## config.mk

```make
export PLATFORM = sky130hd
export DESIGN_NAME = vend_ctrl_param
export DESIGN_NICKNAME = d
export VERILOG_FILES = /design/src/rtl/vend_pkg.sv /design/src/rtl/vend_ctrl_param_sync_edge.sv /design/src/rtl/vend_ctrl_param.sv
export SDC_FILE = /design/constraint.sdc
export NUM_CORES = 1
export LEC_CHECK = 0
export ABC_AREA = 1
export CAP_MARGIN = 20
export CORE_MARGIN = 4
export CORE_UTILIZATION = 57
export CTS_CLUSTER_DIAMETER = 200
export DETAILED_ROUTE_END_ITERATION = 16
export GPL_ROUTABILITY_DRIVEN = 0
export PLACE_DENSITY = 0.89
export SLEW_MARGIN = 20
export SYNTH_ARGS = -nofsm -noshare
export SYNTH_HDL_FRONTEND = slang
export SYNTH_SLANG_ARGS = --single-unit
```

## constraint.sdc

```tcl
create_clock -name clk -period 2.5 [get_ports clk]
set_input_delay 0.5 -clock clk [delete_from_list [all_inputs] [get_ports clk]]
set_output_delay 0.5 -clock clk [all_outputs]
set_load 0.02 [all_outputs]
```

## src/rtl/vend_pkg.sv

```systemverilog
// vend_pkg: shared state encoding, coin-value slicing and index-width helpers for the vending controller.
package vend_pkg;
  typedef enum logic [1:0] {IDLE = 2'd0, VEND = 2'd1, CHANGE = 2'd2, HOLD = 2'd3} vend_state_t;
  localparam int MAX_VALS_W = 256;
  function automatic int idx_w(input int n);
    return (n > 1) ? $clog2(n) : 1;
  endfunction
  localparam int CHG_IDX_W = idx_w(3);
  function automatic logic [31:0] coin_val(input logic [MAX_VALS_W-1:0] vals, input int val_w, input int idx);
    logic [MAX_VALS_W-1:0] m;
    m = (MAX_VALS_W'(1) << val_w) - MAX_VALS_W'(1);
    return 32'((vals >> (idx * val_w)) & m);
  endfunction
endpackage

```

## src/rtl/vend_ctrl_param_sync_edge.sv

```systemverilog
// vend_sync_edge: two-flop synchronizer followed by a registered rising-edge detector.
module vend_sync_edge (
  input  logic clk,
  input  logic rst_n,
  input  logic d,
  output logic rise
);
  logic [2:0] sync_q, sync_d;
  logic rise_q, rise_d;
  always_comb begin
    sync_d = {sync_q[1:0], d};
    rise_d = sync_q[1] & ~sync_q[2];
  end
  always_ff @(posedge clk or negedge rst_n) begin
    if (!rst_n) begin
      sync_q <= '0;
      rise_q <= 1'b0;
    end else begin
      sync_q <= sync_d;
      rise_q <= rise_d;
    end
  end
  assign rise = rise_q;
endmodule

```

## src/rtl/vend_ctrl_param.sv

```systemverilog
// vend_ctrl_param: parametrised vending controller with saturating credit, vend pulse and change handshake.
// Define VEND_AUTO_CHANGE_EN to pay out leftover credit automatically after each vend.
module vend_ctrl_param
  import vend_pkg::*;
#(
  parameter int NUM_COINS = 3,
  parameter int VAL_W = 8,
  parameter logic [NUM_COINS*VAL_W-1:0] COIN_VALUES = {8'd25, 8'd10, 8'd5},
  parameter logic [VAL_W-1:0] PRICE = 8'd35,
  parameter logic [VAL_W-1:0] MAX_CREDIT = 8'd200,
  parameter int VEND_CYCLES = 4,
  localparam int IDX_W = idx_w(NUM_COINS)
) (
  input  logic                 clk,
  input  logic                 rst_n,
  input  logic                 ena,
  input  logic [NUM_COINS-1:0] coin_in,
  input  logic                 buy,
  input  logic                 refund,
  input  logic                 chg_ack,
  output logic [VAL_W-1:0]     credit,
  output logic                 vend,
  output logic                 chg_req,
  output logic [IDX_W-1:0]     chg_idx,
  output logic                 reject,
  output logic                 err,
  output logic [1:0]           state
);
  localparam int CNT_W = idx_w(VEND_CYCLES);
  localparam logic [MAX_VALS_W-1:0] CV = MAX_VALS_W'(COIN_VALUES);
  function automatic logic [VAL_W-1:0] val(input int idx);
    return VAL_W'(coin_val(CV, VAL_W, idx));
  endfunction
  // Values ascend with index, so the last fitting index is the largest coin.
  function automatic logic [IDX_W-1:0] pick(input logic [VAL_W-1:0] c);
    logic [IDX_W-1:0] r;
    r = '0;
    for (int k = 0; k < NUM_COINS; k++) if (val(k) <= c) r = IDX_W'(k);
    return r;
  endfunction
  logic [NUM_COINS+1:0] raw, rise;
  vend_state_t state_q, state_d, vend_exit;
  logic [VAL_W-1:0] credit_q, credit_d;
  logic [IDX_W-1:0] chg_idx_q, chg_idx_d, coin_sel;
  logic [CNT_W-1:0] cnt_q, cnt_d;
  logic [VAL_W:0] sum;
  logic vend_q, vend_d, chg_req_q, chg_req_d, reject_q, reject_d, err_q, err_d, coin_hit;
  assign raw = {refund, buy, coin_in};
  for (genvar i = 0; i < NUM_COINS + 2; i++) begin : g_se
    vend_sync_edge u_se (.clk(clk), .rst_n(rst_n), .d(raw[i]), .rise(rise[i]));
  end
`ifdef VEND_AUTO_CHANGE_EN
  assign vend_exit = (credit_q != '0) ? CHANGE : IDLE;
`else
  assign vend_exit = IDLE;
`endif
  always_comb begin
    state_d = state_q;
    credit_d = credit_q;
    vend_d = vend_q;
    chg_req_d = chg_req_q;
    chg_idx_d = chg_idx_q;
    cnt_d = cnt_q;
    reject_d = 1'b0;
    err_d = 1'b0;
    coin_hit = 1'b0;
    coin_sel = '0;
    for (int k = NUM_COINS - 1; k >= 0; k--) if (rise[k]) begin
      coin_hit = 1'b1;
      coin_sel = IDX_W'(k);
    end
    sum = {1'b0, credit_q} + {1'b0, val(int'(coin_sel))};
    if (ena) begin
      case (state_q)
        IDLE:
          if (rise[NUM_COINS+1]) state_d = (credit_q != '0) ? CHANGE : IDLE;
          else if (rise[NUM_COINS]) begin
            if (credit_q >= PRICE) begin
              credit_d = credit_q - PRICE;
              state_d = VEND;
              vend_d = 1'b1;
              cnt_d = '0;
            end else err_d = 1'b1;
          end else if (coin_hit) begin
            if (sum > {1'b0, MAX_CREDIT}) reject_d = 1'b1;
            else credit_d = sum[VAL_W-1:0];
          end
        VEND:
          if (cnt_q == CNT_W'(VEND_CYCLES - 1)) begin
            vend_d = 1'b0;
            state_d = vend_exit;
          end else cnt_d = cnt_q + CNT_W'(1);
        CHANGE:
          // First CHANGE cycle raises the request; each ack re-selects from the reduced credit.
          if (!chg_req_q || chg_ack) begin
            credit_d = chg_req_q ? credit_q - val(int'(chg_idx_q)) : credit_q;
            chg_req_d = credit_d >= val(0);
            chg_idx_d = pick(credit_d);
            state_d = chg_req_d ? CHANGE : IDLE;
          end
        default: state_d = IDLE;
      endcase
    end
  end
  always_ff @(posedge clk or negedge rst_n) begin
    if (!rst_n) begin
      state_q <= IDLE;
      credit_q <= '0;
      vend_q <= 1'b0;
      chg_req_q <= 1'b0;
      chg_idx_q <= '0;
      cnt_q <= '0;
      reject_q <= 1'b0;
      err_q <= 1'b0;
    end else begin
      state_q <= state_d;
      credit_q <= credit_d;
      vend_q <= vend_d;
      chg_req_q <= chg_req_d;
      chg_idx_q <= chg_idx_d;
      cnt_q <= cnt_d;
      reject_q <= reject_d;
      err_q <= err_d;
    end
  end
  assign credit = credit_q;
  assign vend = vend_q;
  assign chg_req = chg_req_q;
  assign chg_idx = chg_idx_q;
  assign reject = reject_q;
  assign err = err_q;
  assign state = state_q;
endmodule

```

==> run summary, run 1 <==
Run status: finished with violations
Violated checks: negative setup slack
Main synth FF type: dfrtp_1
Crit Path Class: register to register
Max Slew Vio Count: 0
Hold Path Class: input pin to async pin
Drt first pass iters: 5
WL per Instance: 15.23 µm
Number of port buffers: 24
Largest net degree at the start of global routing: 39
RSZ-0062 raised after global routing: yes
Clock Skew: 6.650 ps
Max-Cap Viols: 0
Sequential area share after synthesis: 0.3806
Fin Setup TNS: -20.11 ps
Normalized max-slew margin: 0.4645
Worst path most repeated cell: nand2_2
Final setup violation count: 3
Die Height: 74.21 µm
Async set-reset flop share out of synthesis: 1.000
GRT Util Overall: 0.2328
Sink Count: 38
Worst path required time: 2680 ps
Layout overhead on the synthesized area: 29.34%
Clock root buffer: clkbuf_8
Total Wirelength: 6532 µm
Vias in the first global route: 2169
Synth Warn #: 0
# DRC: 0
Maximum vdd drop: 0.8989 mV
CTS buffer count: 5
Final Hold Fails: 0
Cell Area, Synth: 2499 µm²
# fillers: 266
Placeable Area: 4115 µm²
Area of the die: 5507 µm²
Yosys reg bits: 38
Final net count: 408
Vias: 2448
CTS tree: built
Post-synth EDFFs: 0
Setup ws final: -11.84 ps
Diodes inserted: 0
I/O pin total: 25
Die Width: 74.21 µm
Sequential cell area: 952.2 µm²
Clock transition at the registers of the reported paths: 80 ps
Fmax: 0.3981 GHz
Vias per std cell: 5.706
Synthesized area per cell: 7.414 µm²
Crit-path max FO: 5
Worst slew pin tran: 803.2 ps
H-tree Lvls: 2
Slowest Stage Delay on Critical Path: 430 ps
Synth Instances: 337
First-pass GRT wire length: 9784 µm
Share of layout cells above drive strength 1: 0.2005
Syn Nets: 367
Initial antenna violation count: 0
CP startpoint kind: register
Total power: 4.478 mW
CP endpoint kind: register
CP cell instances: nor3_2, inv_1, ha_4, ha_4, nand2_2, nand2_2, inv_2, nand2_4, nand2_2, nand2_2, nand2_2, nand2_2, inv_2, nand3_2, nand2_4, nand2_8, buf_4, nand3_1, nand2_1
Initial Utilization: 0.6072
Post-route ant nets: 0
Area of the multi-input gates: 1567 µm²
Post-synthesis cell type count: 30
DR iter-0 viols: 306
Post-layout min period: 2512 ps
CTS Buffer Depth: 2
Max stage delay cell, worst path: dfrtp_1
P_leak: 1.578 nW
Final worst-path cycle share: 1.005
Num rows: 23
Final global-route overflow total: 0
DP HPWL: 4357 µm
Worst EP arrival: 2690 ps
Clock Latency Late Sink: 290 ps
Power Dens Cells: 1386 nW/µm²
==> cell usage in the layout, fill, tap and decap left out, drive strengths merged <==
cell and count:
bufinv 2, xor2 4, o21bai 1, ha 19
buf 12, clkdlybuf4s50 23, nor3b 1, nand4 5
dfrtp 38, nor2 27, nor3 8, o21ai 22
inv 51, fa 2, a21oi 12, nor4 1
clkinv 1, nand3b 4, o21a 1, o211ai 1
xnor2 3, clkbuf 5, o22ai 1, and3 1
nand2 104, nand3 29, a31oi 1
==> cell usage after synthesis (3+ instances only) <==
cell | number | area share
o21ai_0 | 21 | 0.042
inv_1 | 49 | 0.074
xor2_1 | 4 | 0.014
nand3_1 | 28 | 0.056
nand2_2 | 3 | 0.0075
xnor2_1 | 3 | 0.011
nor2_1 | 23 | 0.035
nand3b_1 | 4 | 0.012
nor2_2 | 4 | 0.010
nor3_1 | 8 | 0.016
dfrtp_1 | 38 | 0.38
nand2_1 | 99 | 0.15
nand4_1 | 5 | 0.013
a21oi_1 | 12 | 0.024
ha_1 | 19 | 0.095
==> worst max-delay path: cells and delay by family, from the launching register on <==
kind                     cells  cell delay (ps)
buffers and inverters        4              370
adder cells (fa/ha/maj)      2              520
AND/OR/NAND/NOR             13             1080
flip-flops                   1              430
==> cells by family after synthesis <==
kind of cell / count (synthesis) / share of synthesized area
xor+xnor: 7 / 0.02454
simple gates: 179 / 0.3200
flops: 38 / 0.3806
compound gates: 39 / 0.08363
fa+ha+maj: 21 / 0.1112
buf+inv: 53 / 0.08012
==> metal layers <==
| metal | vias to the layer above | wire length [µm] | GRT usage |
|---|---|---|---|
| met3 | 28 | 526 | 0.05000 |
| li1 | 1159 | - | - |
| met4 | 0 | 245 | 0.1087 |
| met5 | - | 0 | 0 |
| met1 | 1133 | 2637 | 0.3151 |
| met2 | 128 | 3122 | 0.3593 |
==> power by group <==
| part | total [mW] | internal, mW | switching (mW) |
|---|---|---|---|
| Clock | 0.614 | 0.400 | 0.214 |
| Sequential | 1.02 | 0.751 | 0.273 |
| Combinational | 2.84 | 1.13 | 1.71 |
| Total | 4.48 | 2.28 | 2.20 |
==> layout make-up <==
| type | instances | share of cell area |
|---|---|---|
| clock buffers | 5 | 0.02129 |
| well taps | 50 | 0.01936 |
| repair buffers | 35 | 0.09950 |
| flip-flops and latches | 38 | 0.2946 |
| clock inverters | 3 | 0.02129 |
| inverters | 51 | 0.05923 |
| multi-input cells | 247 | 0.4847 |
==> path summary, 6_finish.rpt <==
kind / startpoint / slack (ps) / end / depth (start not counted)
setup / recovery: g_se[0].u_se.rise / -10 / credit[0] / 19
setup reg to reg: g_se[0].u_se.rise / -10 / credit[0] / 19
max in group asynchronous: rst_n / 1650 / credit[0] / 1
hold / removal: rst_n / 300 / g_se[1].u_se.sync_q[2] / 1
min in group clk: g_se[3].u_se.sync_q[0] / 350 / g_se[3].u_se.sync_q[1] / 0
hold reg to reg: g_se[3].u_se.sync_q[0] / 350 / g_se[3].u_se.sync_q[1] / 0
==> repair_timing <==
action | 4_1_cts | 5_1_grt
pin swaps | 2 | 18
hold buffers | 0 | 0
buffers inserted | 0 | 4
cloned | 1 | 0
setup endpoints to repair | 8 | 12
gates resized for setup | 8 | 46
==> registers in the layout (all words and copies together) (netlist names) <==
register,flops
chg_idx,2
chg_req,1
cnt_q,2
credit,8
err,1
g_se.u_se.rise,5
g_se.u_se.sync_q,15
reject,1
state,2
vend,1
==> metrics by stage <==
step / setup WS, ps / cells / area (µm²) / hold slack (ps) / utilization
final: -11.84 / 429 / 3232 / 303.8 / 0.7853
after global routing: -124.0 / 429 / 3232 / 358.5 / 0.7853
after CTS: 0.4954 / 425 / 3032 / 323.4 / 0.7367
after detailed placement: -64.08 / 416 / 2840 / 338.0 / 0.6902
after global placement: 24.90 / 416 / 2840 / 332.6 / 0.6902
after floorplan: 193.0 / 337 / 2499 / 204.4 / -
Note: power is estimated with default switching activity, not from simulation.
==> run 2: changes to the inputs <==
--- a/config.mk
+++ b/config.mk
@@ -8,11 +8,12 @@
 export ABC_AREA = 1
 export CAP_MARGIN = 20
 export CORE_MARGIN = 4
-export CORE_UTILIZATION = 57
+export CORE_UTILIZATION = 60
 export CTS_CLUSTER_DIAMETER = 200
 export DETAILED_ROUTE_END_ITERATION = 16
+export DONT_BUFFER_PORTS = 1
 export GPL_ROUTABILITY_DRIVEN = 0
-export PLACE_DENSITY = 0.89
+export PLACE_DENSITY = 0.85
 export SLEW_MARGIN = 20
 export SYNTH_ARGS = -nofsm -noshare
 export SYNTH_HDL_FRONTEND = slang
==> run summary, run 2 (synthesis gave the netlist of run 1 again) <==
Run status: completed
Sink Count: 38
Post-layout min period: 2471 ps
Diodes inserted: 0
Worst hold margin: 39.56 ps
Post-route ant nets: 0
Max reg flops: 15
Most flop-heavy register: g_se.u_se.sync_q
DR iter-0 viols: 197
First-pass GRT wire length: 9798 µm
# fillers: 298
Max-Cap Viols: 0
CTS buffer count: 5
Total power: 4.061 mW
DP Cell Count: 399
Placeable Area: 4000 µm²
Crit-path leading delay family: simple AND/OR/NAND/NOR gates
Vias in the first global route: 2197
Worst Path Buf+Inv: 4
Worst path required time: 2720 ps
Final Cell Area: 2997 µm²
Setup ws final: 28.67 ps
Fmax: 0.4046 GHz
Clock Latency Late Sink: 280 ps
Max Slew Vio Count: 0
Final Core Density: 0.7491
Clock Skew: 6.777 ps
Share of layout cells above drive strength 1: 0.2082
Final worst-path cycle share: 0.9885
Final non-filler cell total: 415
CP startpoint kind: register
Commonest non-fill, non-tap cell in the layout: nand2_1
CTS Buffer Depth: 2
CTS tree: built
Pre-CTS setup slack: -186.6 ps
Final Hold Fails: 0
P_leak: 1.530 nW
H-tree Lvls: 2
CP endpoint kind: register
Power Dens Cells: 1355 nW/µm²
Normalized max-slew margin: 0.5617
Layout overhead on the synthesized area: 19.93%
Num rows: 23
Number of port buffers: 0
Vias per std cell: 5.663
Total Wirelength: 6223 µm
Slowest Stage Delay on Critical Path: 410 ps
Crit-path max FO: 4
Area of the die: 5261 µm²
Clock transition at the registers of the reported paths: 80 ps
DP HPWL: 4591 µm
Fin Setup TNS: 0 ps
Die Height: 72.53 µm
I/O pin total: 25
Largest net degree at the start of global routing: 39
Worst slew pin tran: 652.6 ps
CP cell instances: nor3_2, inv_1, ha_4, ha_4, nand2_2, nand2_2, buf_4, nand2_1, nand4_1, nand2_1, inv_1, nand3_2, nand2_2, buf_4, nand2_4, nand3_1, nand2_1
Most frequent cells in the layout: 84 x nand2_1, 47 x inv_1, 38 x dfrtp_1
Max stage delay cell, worst path: dfrtp_1
Final global-route overflow total: 0
WL per Instance: 15.00 µm
Placed instance area: 2658 µm²
Slack of the worst reg-to-reg path: 30 ps
Drt first pass iters: 5
Vias: 2350
Die Width: 72.53 µm
RSZ-0062 raised after global routing: yes
Hold Path Class: input pin to async pin
Crit Path Class: register to register
# DRC: 0
Worst EP arrival: 2700 ps
Clock root buffer: clkbuf_8
Final net count: 394
GRT Util Overall: 0.2443
Final setup violation count: 0
Initial antenna violation count: 0
Initial Utilization: 0.6246
Maximum vdd drop: 0.6864 mV
run 2: area by class of cell:
class / count / area [µm²] / area share
multi-input cells: 247 / 1523 / 0.5081
flip-flops and latches: 38 / 950.9 / 0.3173
inverters: 51 / 191.4 / 0.06388
repair buffers: 21 / 173.9 / 0.05804
clock buffers: 6 / 82.58 / 0.02756
well taps: 50 / 62.56 / 0.02088
clock inverters: 2 / 12.51 / 0.004175
run 2: path summary, 6_finish.rpt:
check,startpoint,to,depth (start not counted)
hold / removal,rst_n,credit[3],1
max in group asynchronous,rst_n,g_se[0].u_se.sync_q[0],1
setup reg to reg,g_se[1].u_se.rise,credit[1],17
min in group clk,coin_in[1],g_se[1].u_se.sync_q[0],0
hold reg to reg,g_se[4].u_se.sync_q[0],g_se[4].u_se.sync_q[1],0
setup / recovery,g_se[1].u_se.rise,credit[1],17
run 2: report_power, final:
part	internal (mW)	switching (mW)	total [mW]	leakage (nW)
registers	0.749	0.297	1.05	0.464
clock network	0.222	0.209	0.430	0.0472
logic	0.998	1.59	2.59	1.02
run 2: what timing repair did:
item,4_1_cts,5_1_grt
resized for setup,6,34
hold buffers,1,0
endpoints found under the setup margin,9,13
setup buffers,0,6
endpoints found under the hold margin,38,0
pin swaps,1,21
cloned,0,1
run 2: routing by layer:
metal / global-route usage / part of all wire / routed length, µm
met1: 0.2880 / 0.40 / 2460
met2: 0.4228 / 0.49 / 3079
met3: 0.05125 / 0.069 / 427
met4: 0.1148 / 0.041 / 255
met5: 0 / 0 / 0
==> run 3: changes to the inputs <==
--- a/config.mk
+++ b/config.mk
@@ -13,6 +13,7 @@
 export DETAILED_ROUTE_END_ITERATION = 16
 export DONT_BUFFER_PORTS = 1
 export GPL_ROUTABILITY_DRIVEN = 0
+export MAX_ROUTING_LAYER = met4
 export PLACE_DENSITY = 0.85
 export SLEW_MARGIN = 20
 export SYNTH_ARGS = -nofsm -noshare
==> run summary, run 3 (synthesis gave the netlist of run 1 again) <==
Run status: completed
Final setup violation count: 0
P_leak: 1.530 nW
Final global-route overflow total: 0
CTS buffer count: 5
WL per Instance: 15.05 µm
Crit-path max FO: 4
Number of port buffers: 0
Total Wirelength: 6247 µm
# DRC: 0
Vias per std cell: 5.605
Placeable Area: 4000 µm²
Fmax: 0.4019 GHz
Clock root buffer: clkbuf_8
Hold Path Class: input pin to async pin
Normalized max-slew margin: 0.5527
Clock transition at the registers of the reported paths: 80 ps
Maximum vdd drop: 0.6859 mV
CP startpoint kind: register
Initial Utilization: 0.6246
Vias in the first global route: 2202
Vias: 2326
Most frequent cells in the layout: 84 x nand2_1, 47 x inv_1, 38 x dfrtp_1
RSZ-0062 raised after global routing: yes
DR iter-0 viols: 182
Largest net degree at the start of global routing: 39
CTS tree: built
Worst path required time: 2730 ps
Final worst-path cycle share: 0.9954
Sink Count: 38
Sequential cell area: 950.9 µm²
Clock Skew: 6.406 ps
Diodes inserted: 0
GRT Util Overall: 0.2510
Final Cell Area: 2997 µm²
CP cell instances: nor3_2, inv_1, ha_4, ha_4, nand2_2, nand2_2, buf_4, nand2_1, nand4_1, nand2_1, inv_1, nand3_2, nand2_2, buf_4, nand2_4, nand3_1, nand2_1
Layout overhead on the synthesized area: 19.93%
Die Width: 72.53 µm
Worst slew pin tran: 665.9 ps
Most flop-heavy register: g_se.u_se.sync_q
Final Hold Fails: 0
Max stage delay cell, worst path: dfrtp_1
CTS Buffer Depth: 2
Max-Cap Viols: 0
Commonest non-fill, non-tap cell in the layout: nand2_1
Post-layout min period: 2488 ps
Final Core Density: 0.7491
# fillers: 298
Initial antenna violation count: 0
Share of layout cells above drive strength 1: 0.2082
Placed instance area: 2658 µm²
Crit Path Class: register to register
First-pass GRT wire length: 9777 µm
Final net count: 394
DP HPWL: 4591 µm
Slowest Stage Delay on Critical Path: 410 ps
Die Height: 72.53 µm
Max reg flops: 15
Total power: 4.057 mW
Power Dens Cells: 1354 nW/µm²
Area of the multi-input gates: 1523 µm²
Worst EP arrival: 2710 ps
Num rows: 23
H-tree Lvls: 2
Area of the die: 5261 µm²
CP endpoint kind: register
I/O pin total: 25
Max Slew Vio Count: 0
Post-route ant nets: 0
Drt first pass iters: 5
Clock Latency Late Sink: 290 ps
## run 3: metrics by stage
step           TNS (ps)  hold WS [ps]  std cells  worst slack (ps)
5_1_grt          -774.9         43.73        415            -125.2
2_1_floorplan         0         204.4        337             193.0
3_5_place_dp      -1321         205.3        399            -186.6
6_report              0         37.06        415             11.51
4_1_cts               0         41.53        408             24.20
3_3_place_gp          0         205.4        399             39.64
## run 3: critical path: cells and delay by family (launching register included)
family | cells | cell delay, ps
buffers and inverters | 4 | 440
flip-flops | 1 | 410
AND/OR/NAND/NOR | 11 | 1060
adder cells (fa/ha/maj) | 2 | 530
## run 3: power by group
part           total, mW  internal (mW)  switching, mW
clock              0.431          0.221          0.210
sequential          1.04          0.749          0.295
combinational       2.58          0.997           1.59
## run 3: worst paths after layout
kind                                         from  slack (ps)                endpoint  cells after the start
setup / recovery                g_se[1].u_se.rise          10               credit[1]                     17
hold / removal                              rst_n          40               credit[3]                      1
setup reg to reg                g_se[1].u_se.rise          10               credit[1]                     17
hold reg to reg            g_se[1].u_se.sync_q[0]         350  g_se[1].u_se.sync_q[1]                      0
max in group asynchronous                   rst_n        2270              chg_idx[0]                      1
min in group clk                       coin_in[1]         240  g_se[1].u_se.sync_q[0]                      0
## run 3: layout make-up
class | count | area share
sequential | 38 | 0.3173
inverter | 51 | 0.06388
clock buffer | 6 | 0.02756
tap | 50 | 0.02088
clock inverter | 2 | 0.004175
multi-input combinational | 247 | 0.5081
timing repair buffer | 21 | 0.05804
## run 3: repair_timing
action | in CTS | in global routing
setup endpoints to repair | 9 | 13
gates cloned | 0 | 1
hold endpoints to repair | 38 | 0
pin swaps | 1 | 21
gates resized for setup | 6 | 34
buffers inserted | 0 | 6
hold buffers | 1 | 0
## run 3: layer usage
metal,up-vias,track usage,wire [µm]
met2,99,0.4218,3131
met4,0,0.1148,203
met5,-,-,0
met1,1075,0.2889,2499
li1,1133,-,-
met3,19,0.04848,412
